File: src/rtl/rrf_pkg.sv
// Shared constants and types for the renamed register file and its commit logic.
package rrf_pkg;

  localparam int unsigned RRF_DEPTH = 8;
  localparam int unsigned TAG_W     = $clog2(RRF_DEPTH);
  localparam int unsigned DATA_W    = 32;
  localparam int unsigned ADDR_W    = 5;
  localparam int unsigned PTR_W     = TAG_W + 1;
  localparam int unsigned CNT_W     = TAG_W + 1;

  typedef logic [TAG_W-1:0]  tag_t;
  typedef logic [ADDR_W-1:0] arf_idx_t;
  typedef logic [DATA_W-1:0] data_t;
  typedef logic [PTR_W-1:0]  ptr_t;

  typedef struct packed {
    arf_idx_t arf;
    data_t    data;
  } rrf_entry_t;

  typedef struct packed {
    logic     en;
    tag_t     tag;
    arf_idx_t arf;
    data_t    data;
  } commit_t;

endpackage

File: src/rtl/rrf_ring_ptr.sv
// Ring pointer with wrap bit; advances by 0, 1 or 2 per cycle, synchronous clear.
module rrf_ring_ptr
  import rrf_pkg::*;
(
  input  logic             clk,
  input  logic             rst_n,
  input  logic             clr_i,
  input  logic [1:0]       inc_i,
  output logic [PTR_W-1:0] ptr_o
);

  ptr_t ptr_q;
  ptr_t ptr_d;

  always_comb begin
    ptr_d = ptr_q + PTR_W'(inc_i);
    if (clr_i) begin
      ptr_d = '0;
    end
  end

  always_ff @(posedge clk or negedge rst_n) begin
    if (!rst_n) begin
      ptr_q <= '0;
    end else begin
      ptr_q <= ptr_d;
    end
  end

  assign ptr_o = ptr_q;

endmodule

File: src/rtl/rrf_commit_unit.sv
// RRF write side: dual tag allocation, tag-addressed result capture and
// in-order dual retirement onto the ARF write ports.
module rrf_commit_unit
  import rrf_pkg::*;
(
  input  logic              clk,
  input  logic              rst_n,
  input  logic              flush,
  input  logic              alloc_req_A,
  input  logic              alloc_req_B,
  input  logic [ADDR_W-1:0] alloc_arf_A,
  input  logic [ADDR_W-1:0] alloc_arf_B,
  output logic              alloc_gnt_A,
  output logic              alloc_gnt_B,
  output logic [TAG_W-1:0]  alloc_tag_A,
  output logic [TAG_W-1:0]  alloc_tag_B,
  output logic              rrf_full,
  input  logic              cmpl_en_A,
  input  logic              cmpl_en_B,
  input  logic [TAG_W-1:0]  cmpl_tag_A,
  input  logic [TAG_W-1:0]  cmpl_tag_B,
  input  logic [DATA_W-1:0] cmpl_data_A,
  input  logic [DATA_W-1:0] cmpl_data_B,
  output logic              commit_en_A,
  output logic              commit_en_B,
  output logic [ADDR_W-1:0] commit_arf_A,
  output logic [ADDR_W-1:0] commit_arf_B,
  output logic [TAG_W-1:0]  commit_tag_A,
  output logic [TAG_W-1:0]  commit_tag_B,
  output logic [DATA_W-1:0] commit_data_A,
  output logic [DATA_W-1:0] commit_data_B
);

  ptr_t                 head;
  ptr_t                 tail;
  logic [CNT_W-1:0]     count_q, count_d;
  logic [CNT_W-1:0]     free;
  logic                 full_q, full_d;
  logic [RRF_DEPTH-1:0] busy_q, busy_d;
  logic [RRF_DEPTH-1:0] valid_q, valid_d;
  rrf_entry_t           ent_q [RRF_DEPTH];
  rrf_entry_t           ent_d [RRF_DEPTH];
  commit_t              cmt_a_q, cmt_a_d;
  commit_t              cmt_b_q, cmt_b_d;

  tag_t                 tag_a, tag_b;
  tag_t                 h0, h1;
  logic                 ring_empty;
  logic                 commit_a, commit_b;
  logic [1:0]           n_grant, n_commit;

  // Allocation sees only the registered count; same-cycle retirements free space next cycle.
  assign free        = CNT_W'(RRF_DEPTH) - count_q;
  assign tag_a       = tail[TAG_W-1:0];
  assign tag_b       = alloc_req_A ? tag_a + TAG_W'(1) : tag_a;
  assign alloc_gnt_A = alloc_req_A & ~flush & (free >= CNT_W'(1));
  assign alloc_gnt_B = alloc_req_B & ~flush
                     & (free >= (alloc_req_A ? CNT_W'(2) : CNT_W'(1)))
                     & (alloc_gnt_A | ~alloc_req_A);
  assign alloc_tag_A = tag_a;
  assign alloc_tag_B = tag_b;

  assign h0         = head[TAG_W-1:0];
  assign h1         = h0 + TAG_W'(1);
  assign ring_empty = (head == tail);
  assign commit_a   = ~ring_empty & busy_q[h0] & valid_q[h0];
  assign commit_b   = commit_a & busy_q[h1] & valid_q[h1];

  assign n_grant  = {1'b0, alloc_gnt_A} + {1'b0, alloc_gnt_B};
  assign n_commit = {1'b0, commit_a} + {1'b0, commit_b};

  always_comb begin
    count_d = count_q + CNT_W'(n_grant) - CNT_W'(n_commit);
    if (flush) begin
      count_d = '0;
    end
    full_d = (count_d > CNT_W'(RRF_DEPTH - 2));
  end

  // Entry update order: completion, then retirement clear, then new allocation.
  always_comb begin
    busy_d  = busy_q;
    valid_d = valid_q;
    ent_d   = ent_q;
    if (cmpl_en_A && busy_q[cmpl_tag_A]) begin
      valid_d[cmpl_tag_A]    = 1'b1;
      ent_d[cmpl_tag_A].data = cmpl_data_A;
    end
    if (cmpl_en_B && busy_q[cmpl_tag_B]) begin
      valid_d[cmpl_tag_B]    = 1'b1;
      ent_d[cmpl_tag_B].data = cmpl_data_B;
    end
    if (commit_a) begin
      busy_d[h0]  = 1'b0;
      valid_d[h0] = 1'b0;
    end
    if (commit_b) begin
      busy_d[h1]  = 1'b0;
      valid_d[h1] = 1'b0;
    end
    if (alloc_gnt_A) begin
      busy_d[tag_a]    = 1'b1;
      valid_d[tag_a]   = 1'b0;
      ent_d[tag_a].arf = alloc_arf_A;
    end
    if (alloc_gnt_B) begin
      busy_d[tag_b]    = 1'b1;
      valid_d[tag_b]   = 1'b0;
      ent_d[tag_b].arf = alloc_arf_B;
    end
    if (flush) begin
      busy_d  = '0;
      valid_d = '0;
    end
  end

  always_comb begin
    cmt_a_d = '0;
    cmt_b_d = '0;
    if (commit_a && !flush) begin
      cmt_a_d.en   = 1'b1;
      cmt_a_d.tag  = h0;
      cmt_a_d.arf  = ent_q[h0].arf;
      cmt_a_d.data = ent_q[h0].data;
    end
    if (commit_b && !flush) begin
      cmt_b_d.en   = 1'b1;
      cmt_b_d.tag  = h1;
      cmt_b_d.arf  = ent_q[h1].arf;
      cmt_b_d.data = ent_q[h1].data;
    end
  end

  rrf_ring_ptr u_head (
    .clk   (clk),
    .rst_n (rst_n),
    .clr_i (flush),
    .inc_i (n_commit),
    .ptr_o (head)
  );

  rrf_ring_ptr u_tail (
    .clk   (clk),
    .rst_n (rst_n),
    .clr_i (flush),
    .inc_i (n_grant),
    .ptr_o (tail)
  );

  always_ff @(posedge clk or negedge rst_n) begin
    if (!rst_n) begin
      count_q <= '0;
      full_q  <= 1'b0;
      busy_q  <= '0;
      valid_q <= '0;
      cmt_a_q <= '0;
      cmt_b_q <= '0;
      for (int unsigned i = 0; i < RRF_DEPTH; i++) begin
        ent_q[i] <= '0;
      end
    end else begin
      count_q <= count_d;
      full_q  <= full_d;
      busy_q  <= busy_d;
      valid_q <= valid_d;
      cmt_a_q <= cmt_a_d;
      cmt_b_q <= cmt_b_d;
      for (int unsigned i = 0; i < RRF_DEPTH; i++) begin
        ent_q[i] <= ent_d[i];
      end
    end
  end

  assign rrf_full      = full_q;
  assign commit_en_A   = cmt_a_q.en;
  assign commit_en_B   = cmt_b_q.en;
  assign commit_tag_A  = cmt_a_q.tag;
  assign commit_tag_B  = cmt_b_q.tag;
  assign commit_arf_A  = cmt_a_q.arf;
  assign commit_arf_B  = cmt_b_q.arf;
  assign commit_data_A = cmt_a_q.data;
  assign commit_data_B = cmt_b_q.data;

endmodule

File: config.mk
export PLATFORM = sky130hd
export DESIGN_NAME = rrf_commit_unit
export DESIGN_NICKNAME = d
export VERILOG_FILES = /design/src/rtl/rrf_pkg.sv /design/src/rtl/rrf_ring_ptr.sv /design/src/rtl/rrf_commit_unit.sv
export SDC_FILE = /design/constraint.sdc
export NUM_CORES = 1
export LEC_CHECK = 0
export BUFFER_PORTS_ARGS = -buffer_cell sky130_fd_sc_hd__buf_4
export CORE_AREA = 2 2 187 189
export DETAILED_ROUTE_END_ITERATION = 6
export DIE_AREA = 0 0 189 191
export PLACE_DENSITY = 0.85
export SLEW_MARGIN = 20
export SYNTH_ARGS = -nofsm -noshare
export SYNTH_HDL_FRONTEND = slang
export SYNTH_HIERARCHICAL = 1
export SYNTH_SLANG_ARGS = --single-unit
File: constraint.sdc
create_clock -name clk -period 11 [get_ports clk]
set_clock_uncertainty 0.2 [all_clocks]
set_input_delay 1.1 -clock clk [delete_from_list [all_inputs] [get_ports clk]]
set_output_delay 1.1 -clock clk [all_outputs]
set_load 0.01 [all_outputs]
==> results of run 1 <==
## power breakdown
part	internal (W)	switching, W
registers	0.00186	0.000334
logic	0.000520	0.000488
clock network	0.000852	0.000625
## cells by family (layout without fill, tap and decap cells)
kind of cell | count (synthesis) | in the layout | share of synthesized area [%]
buf+inv | 273 | 327 | 5.634
other cells | 0 | 4 | 0
flops | 407 | 407 | 46.65
simple gates | 509 | 509 | 11.63
xor+xnor | 13 | 13 | 0.5904
fa+ha+maj | 21 | 21 | 1.341
mux | 341 | 341 | 16.18
compound gates | 637 | 637 | 17.97
## sequential cells by signal (all words and copies together) (netlist names), 3 cells and up
signal         count
busy_q             8
commit_arf_A       5
u_tail/ptr_o       4
commit_arf_B       5
u_head/ptr_o       4
ent_q            296
commit_tag_B       3
count_q            4
commit_tag_A       3
commit_data_B     32
valid_q            8
commit_data_A     32
## placed cells by master (no fill, tap or decap), drive strengths merged, types with 3 or more instances in the layout
cell type,synthesis,final
nand3b,4,4
buf,104,217
or3,6,6
dfrtp,407,407
o22a,24,24
o211ai,10,10
xnor2,10,10
mux2i,264,264
a31oi,15,15
o22ai,249,249
ha,17,17
o31a,3,3
nand3,20,20
clkbuf,137,61
diode,0,4
nand2b,8,8
nor3,47,47
xor2,3,3
o221ai,24,24
nand2,121,121
nor4,27,27
nor2b,18,18
or4,50,50
fa,4,4
nand4,5,5
o21ai,102,102
o31ai,10,10
o21a,6,6
a21oi,170,170
inv,32,33
mux2,75,75
nor2,193,193
a21o,3,3
clkinv,0,12
o2111a,5,5
## through the flow
step | instance area (um2) | setup slack, ps | power [W]
after floorplan | 21830 | 6773 | 0.002865
after global placement | 23000 | 6691 | 0.003086
after detailed placement | 23000 | 6477 | 0.003172
after CTS | 24440 | 6457 | 0.004649
after global routing | 24490 | 6181 | 0.004887
final | 24490 | 6403 | 0.004677
## worst max-delay path by stage
stage                     slack (ps)                  to                      start  cells after the start
after floorplan                 6770  rrf_full$_DFF_PN0_                alloc_req_A                     16
after global placement          6690  rrf_full$_DFF_PN0_                alloc_req_A                     16
after detailed placement        6480  rrf_full$_DFF_PN0_  u_head/ptr_o[0]$_DFF_PN0_                     14
after CTS                       6460  rrf_full$_DFF_PN0_  u_head/ptr_o[0]$_DFF_PN0_                     14
after global routing            6180  rrf_full$_DFF_PN0_  u_head/ptr_o[0]$_DFF_PN0_                     14
final                           6400  rrf_full$_DFF_PN0_  u_head/ptr_o[0]$_DFF_PN0_                     14
## routing by layer
metal | up-vias | share of wire [%]
met1 | 9310 | 35
met3 | 495 | 15
met2 | 1723 | 44
li1 | 8148 | -
met5 | - | 0
met4 | 0 | 6.8
## worst reg2reg max path: stages, from the launching register on
cell	delay, ps
dfrtp_1	910
inv_1	370
a221o_1	340
a222oi_1	270
buf_4	260
or2_1	300
nor2_1	80
ha_1	350
ha_1	300
inv_1	40
ha_1	200
fa_1	530
nor2b_1	170
nand2_1	70
o22ai_1	130
## final cells by class
| type | count | area [um2] | share of cell area [%] |
|---|---|---|---|
| clock buffers | 61 | 1264 | 5.160 |
| multi-input cells | 1521 | 10510 | 42.91 |
| clock inverters | 17 | 177.7 | 0.7255 |
| well taps | 455 | 569.3 | 2.325 |
| inverters | 32 | 120.1 | 0.4904 |
| diodes | 4 | 10.01 | 0.04087 |
| repair buffers | 217 | 1657 | 6.764 |
| flip-flops and latches | 407 | 10180 | 41.59 |
==> impl_metrics.yaml, run 1 <==
sta:
  setup_viol: 0
  tns_ps: 0
  maxSlewViolCount: 0
  fin_crit_sh_pct: 41.79
  grt_setup_unrepaired: "no"
  max_freq_ghz: 0.2176
  post-route-min-period_ps: 4597
  slew_headroom_pct: 12.34
  timing.hold.ws_ps: 311.3
  finalHoldViolations: 0
  worst_pin_slew_ps: 1312
global_routing:
  use_met1_pct: 50.94
  grt_max_degree: 110
  met3_usage_pct: 11.36
  antenna_found_initial: 3
  grt_overflow_total: 0
  grt_pass1_vias: 19758
  grt.total_usage_pct: 40.20
  gr-usage-met2_pct: 60.81
  grt_pass1_wl_mm: 111.6
  gr-max-usage-layer: "met2"
cts:
  clk_pin_slew_worst_paths_ps: 60
  cts-resized-gates: 0
  clock_path_buffers: 3
  cts_tree: "yes"
  cts_sinks: 407
  postCtsSetupRepairBufs: 0
  cts_hold_buffers: 0
  root_buffer: "clkbuf_16"
  cts_buffers: 43
  ctsHtreeMaxLevel: 2
  insertion_delay_ps: 590
hold_path:
  hold_path.class: "input pin to async pin"
status:
  status: "finished, final reports clean"
setup_path:
  arrival_ps: 4900
  crit_path_max_incr_delay_ps: 910
  r2r-end: "rrf_full$_DFF_PN0_"
  end_kind: "flop"
  rr_startpoint: "u_head/ptr_o[0]$_DFF_PN0_"
  crit_buf_inv: 3
  cp_max_fo: 24
  reg2reg_setup_slack_ps: 6400
  path_class: "flop to flop"
  required_ps: 11310
  start_kind: "flop"
  crit_top_cell: "ha_1"
  cp_cell_sequence: "inv_1 -> a221o_1 -> a222oi_1 -> buf_4 -> or2_1 -> nor2_1 -> ha_1 -> ha_1 -> inv_1 -> ha_1 -> fa_1 -> nor2b_1 -> nand2_1 -> o22ai_1"
  rr_worst_depth: 14
  cp_slowest_cell: "dfrtp_1"
  cp_top_family: "adder cells"
yosys:
  synthMostInstantiatedCell: "dfrtp_1"
  netlist_instances: 2201
  synthTopCellsByArea: "dfrtp_1, mux2i_1, o22ai_1"
  syn-cell-area_um2: 21830
  ys_warn_count: 6
  synth-seq-area-share_pct: 46.65
  synth_cell_type_count: 66
  yosys.area.top_type: "dfrtp_1"
  syn_avg_cell_area_um2: 9.919
  async_flop_share_pct: 100.0
  synth_common_cells: "dfrtp_1, mux2i_1, o22ai_1, nor2_1, a21oi_1"
  syn-num-nets: 2309
  synth-main-ff-cell: "dfrtp_1"
  synth_edf_count: 0
  yosys_register_bits: 407
  netlist.area_leader.share_pct: 46.65
cells_and_area:
  stdcell_count: 2714
  n_fill_cell: 2406
  utilization_pct: 71.78
  syn_to_final_growth_pct: 12.18
  layout-drive-gt1-share_pct: 18.63
  nNetsFinal: 2330
floorplan:
  core_um2: 34120
  start_util_pct: 63.99
  die_h_um: 191
  io_pins: 178
  die_area_um2: 36100
  die_x_um: 189
  rows: 68
detailed_routing:
  wire_per_inst_um: 26.78
  ant_nets: 0
  viasPerCell: 7.250
  dr.first_iter.drc_count: 2966
  dr.pass1.iters: 7
  drc: 0
  num_vias: 19676
  drt-total-wl_mm: 72.68
power:
  p_leak_nw: 12.60
  peakVddDrop_mv: 0.1807
  p_per_area_nw_per_um2: 191.0
place:
  dp.cells: 2631
  place_hpwl_mm: 39.33
  gp_congestion: 0.9441
  io_buffers: 177
run:
  max-cap-violations: 0
(Power assumes the default switching activity.)
==> run 2, diff against run 1 <==
Settings changed: CORE_AREA 2 2 187 189 to 2 2 193 195, DIE_AREA 0 0 189 191 to 0 0 195 197, PLACE_DENSITY 0.85 to 0.8.
Clock period 11 ns to 4.3 ns, I/O delays scaled along.
==> run 2 against run 1 <==
Effect of this change:
- combinational power grew to 2.6 times the previous value
- fmax grew 13%
- clock power increased to 2.7 times the previous value
- register-to-register slack lost 6200 ps
- worst hold slack got worse by 290 ps
- global-route usage fell by 1.7 points
- largest power group unchanged
==> impl_metrics.yaml, run 2 (same netlist as run 1, synthesis figures left out) <==
cts:
  insertion_delay_ps: 570
  cts_tree: "yes"
  cts_buffers: 44
  postCtsSetupRepairBufs: 0
  ctsHtreeMaxLevel: 2
  clk_pin_slew_worst_paths_ps: 60
  cts_sinks: 407
  root_buffer: "clkbuf_16"
  clock_path_buffers: 3
status:
  status: "finished, final reports clean"
power:
  p_leak_nw: 12.96
  p_per_area_nw_per_um2: 483.7
  peakVddDrop_mv: 0.3200
place:
  place_hpwl_mm: 43.49
  gp_congestion: 0.9869
  io_buffers: 177
  dp_slack_ps: 200.3
floorplan:
  die_area_um2: 38420
  io_pins: 178
  die_x_um: 195
  start_util_pct: 60.21
  core_um2: 36260
  die_h_um: 197
  rows: 70
sta:
  slew_headroom_pct: 15.33
  fin_ws_ps: 227.6
  max_freq_ghz: 0.2456
  fin_crit_sh_pct: 94.71
  worst_pin_slew_ps: 1266
  setup_viol: 0
  tns_ps: 0
  finalHoldViolations: 0
  maxSlewViolCount: 0
  grt_setup_unrepaired: "no"
  post-route-min-period_ps: 4072
  timing.hold.ws_ps: 18.73
setup_path:
  cp_slowest_cell: "dfrtp_1"
  arrival_ps: 4310
  required_ps: 4540
  cp_top_family: "adder cells"
  cp_max_fo: 8
  crit_top_cell: "ha_1"
  crit_buf_inv: 1
  crit_path_max_incr_delay_ps: 510
  path_class: "flop to flop"
  rr_startpoint: "u_head/ptr_o[1]$_DFF_PN0_"
  reg2reg_setup_slack_ps: 230
  rr_worst_depth: 14
  crit_cells: 14
  start_kind: "flop"
  cp_cell_sequence: "ha_1 -> xor2_2 -> mux4_2 -> mux2i_1 -> o21ai_4 -> nor2_1 -> ha_1 -> fa_1 -> inv_1 -> ha_1 -> a21o_1 -> a21oi_1 -> xnor2_1 -> o22ai_1"
  end_kind: "flop"
  startpoint: "u_head/ptr_o[1]$_DFF_PN0_"
cells_and_area:
  syn_to_final_growth_pct: 15.78
  layout-drive-gt1-share_pct: 19.60
  n_fill_cell: 2711
  final_cell_mix: "dfrtp_1, mux2i_1, o22ai_1, buf_4, nor2_1"
  nNetsFinal: 2399
  final_common_cell: "dfrtp_1"
  max_flop_register: "ent_q"
  largest_reg_flops: 296
detailed_routing:
  ant_nets: 0
  wire_per_inst_um: 26.74
  dr.first_iter.drc_count: 2414
  dr.pass1.iters: 6
  num_vias: 19730
  drc: 0
  viasPerCell: 7.064
  drt-total-wl_mm: 74.69
global_routing:
  grt_pass1_vias: 19490
  grt.total_usage_pct: 38.52
  antenna_found_initial: 2
  grt_max_degree: 120
  grt_overflow_total: 0
  grt_pass1_wl_mm: 113.6
hold_path:
  holdCritStartpoint: "cmpl_data_A[11]"
  hold_path.class: "input pin to flop"
  min_path_cells: 3
run:
  max-cap-violations: 0
## run 2: path summary, 6_finish.rpt
kind / to
max in group asynchronous: commit_data_A[21]$_DFF_PN0_
max reg2reg: rrf_full$_DFF_PN0_
min: ent_q[122]$_DFF_PN0_
min reg2reg: u_head/ptr_o[3]$_DFF_PN0_
min in group asynchronous: ent_q[284]$_DFF_PN0_
max: rrf_full$_DFF_PN0_
## run 2: tightest hold or removal path: stages
cell,delay [ps]
buf_4,130
mux2i_1,70
o21ai_0,130
## run 2: stage by stage
step,total power [W],cell area (um2),cells,util [%]
floorplan,0.007328,21830,2201,-
global placement,0.007956,23330,2674,64.35
detailed placement,0.008139,23360,2675,64.43
CTS,0.01217,25260,2790,69.67
global route,0.01276,25270,2792,69.70
finish,0.01223,25280,2793,69.71
## run 2: area by class of cell
cell class,instances,area [um2],area share [%]
multi-input cells,1521,10510,41.58
flip-flops and latches,407,10190,40.30
repair buffers,285,2350,9.296
clock buffers,58,1265,5.004
well taps,468,585.6,2.317
clock inverters,19,252.7,0.9999
inverters,32,120.1,0.4752
diodes,3,7.507,0.02970
## run 2: what timing repair did
item,4_1_cts,5_1_grt
resized for setup,0,2
endpoints found under the hold margin,391,0
endpoints found under the setup margin,0,2
hold buffers,38,0
## run 2: power by group
part / switching [W] / internal, W / leakage (nW)
sequential: 0.000844 / 0.00475 / 5.44
combinational: 0.00125 / 0.00137 / 6.77
clock: 0.00160 / 0.00242 / 0.748
## run 2: layer usage
layer	track usage, %	vias up	share of wire, %
met5	0	-	0
met4	22.31	0	6.6
met3	9.428	443	13
met2	59.25	1608	45
met1	50.06	9411	36
li1	-	8268	-
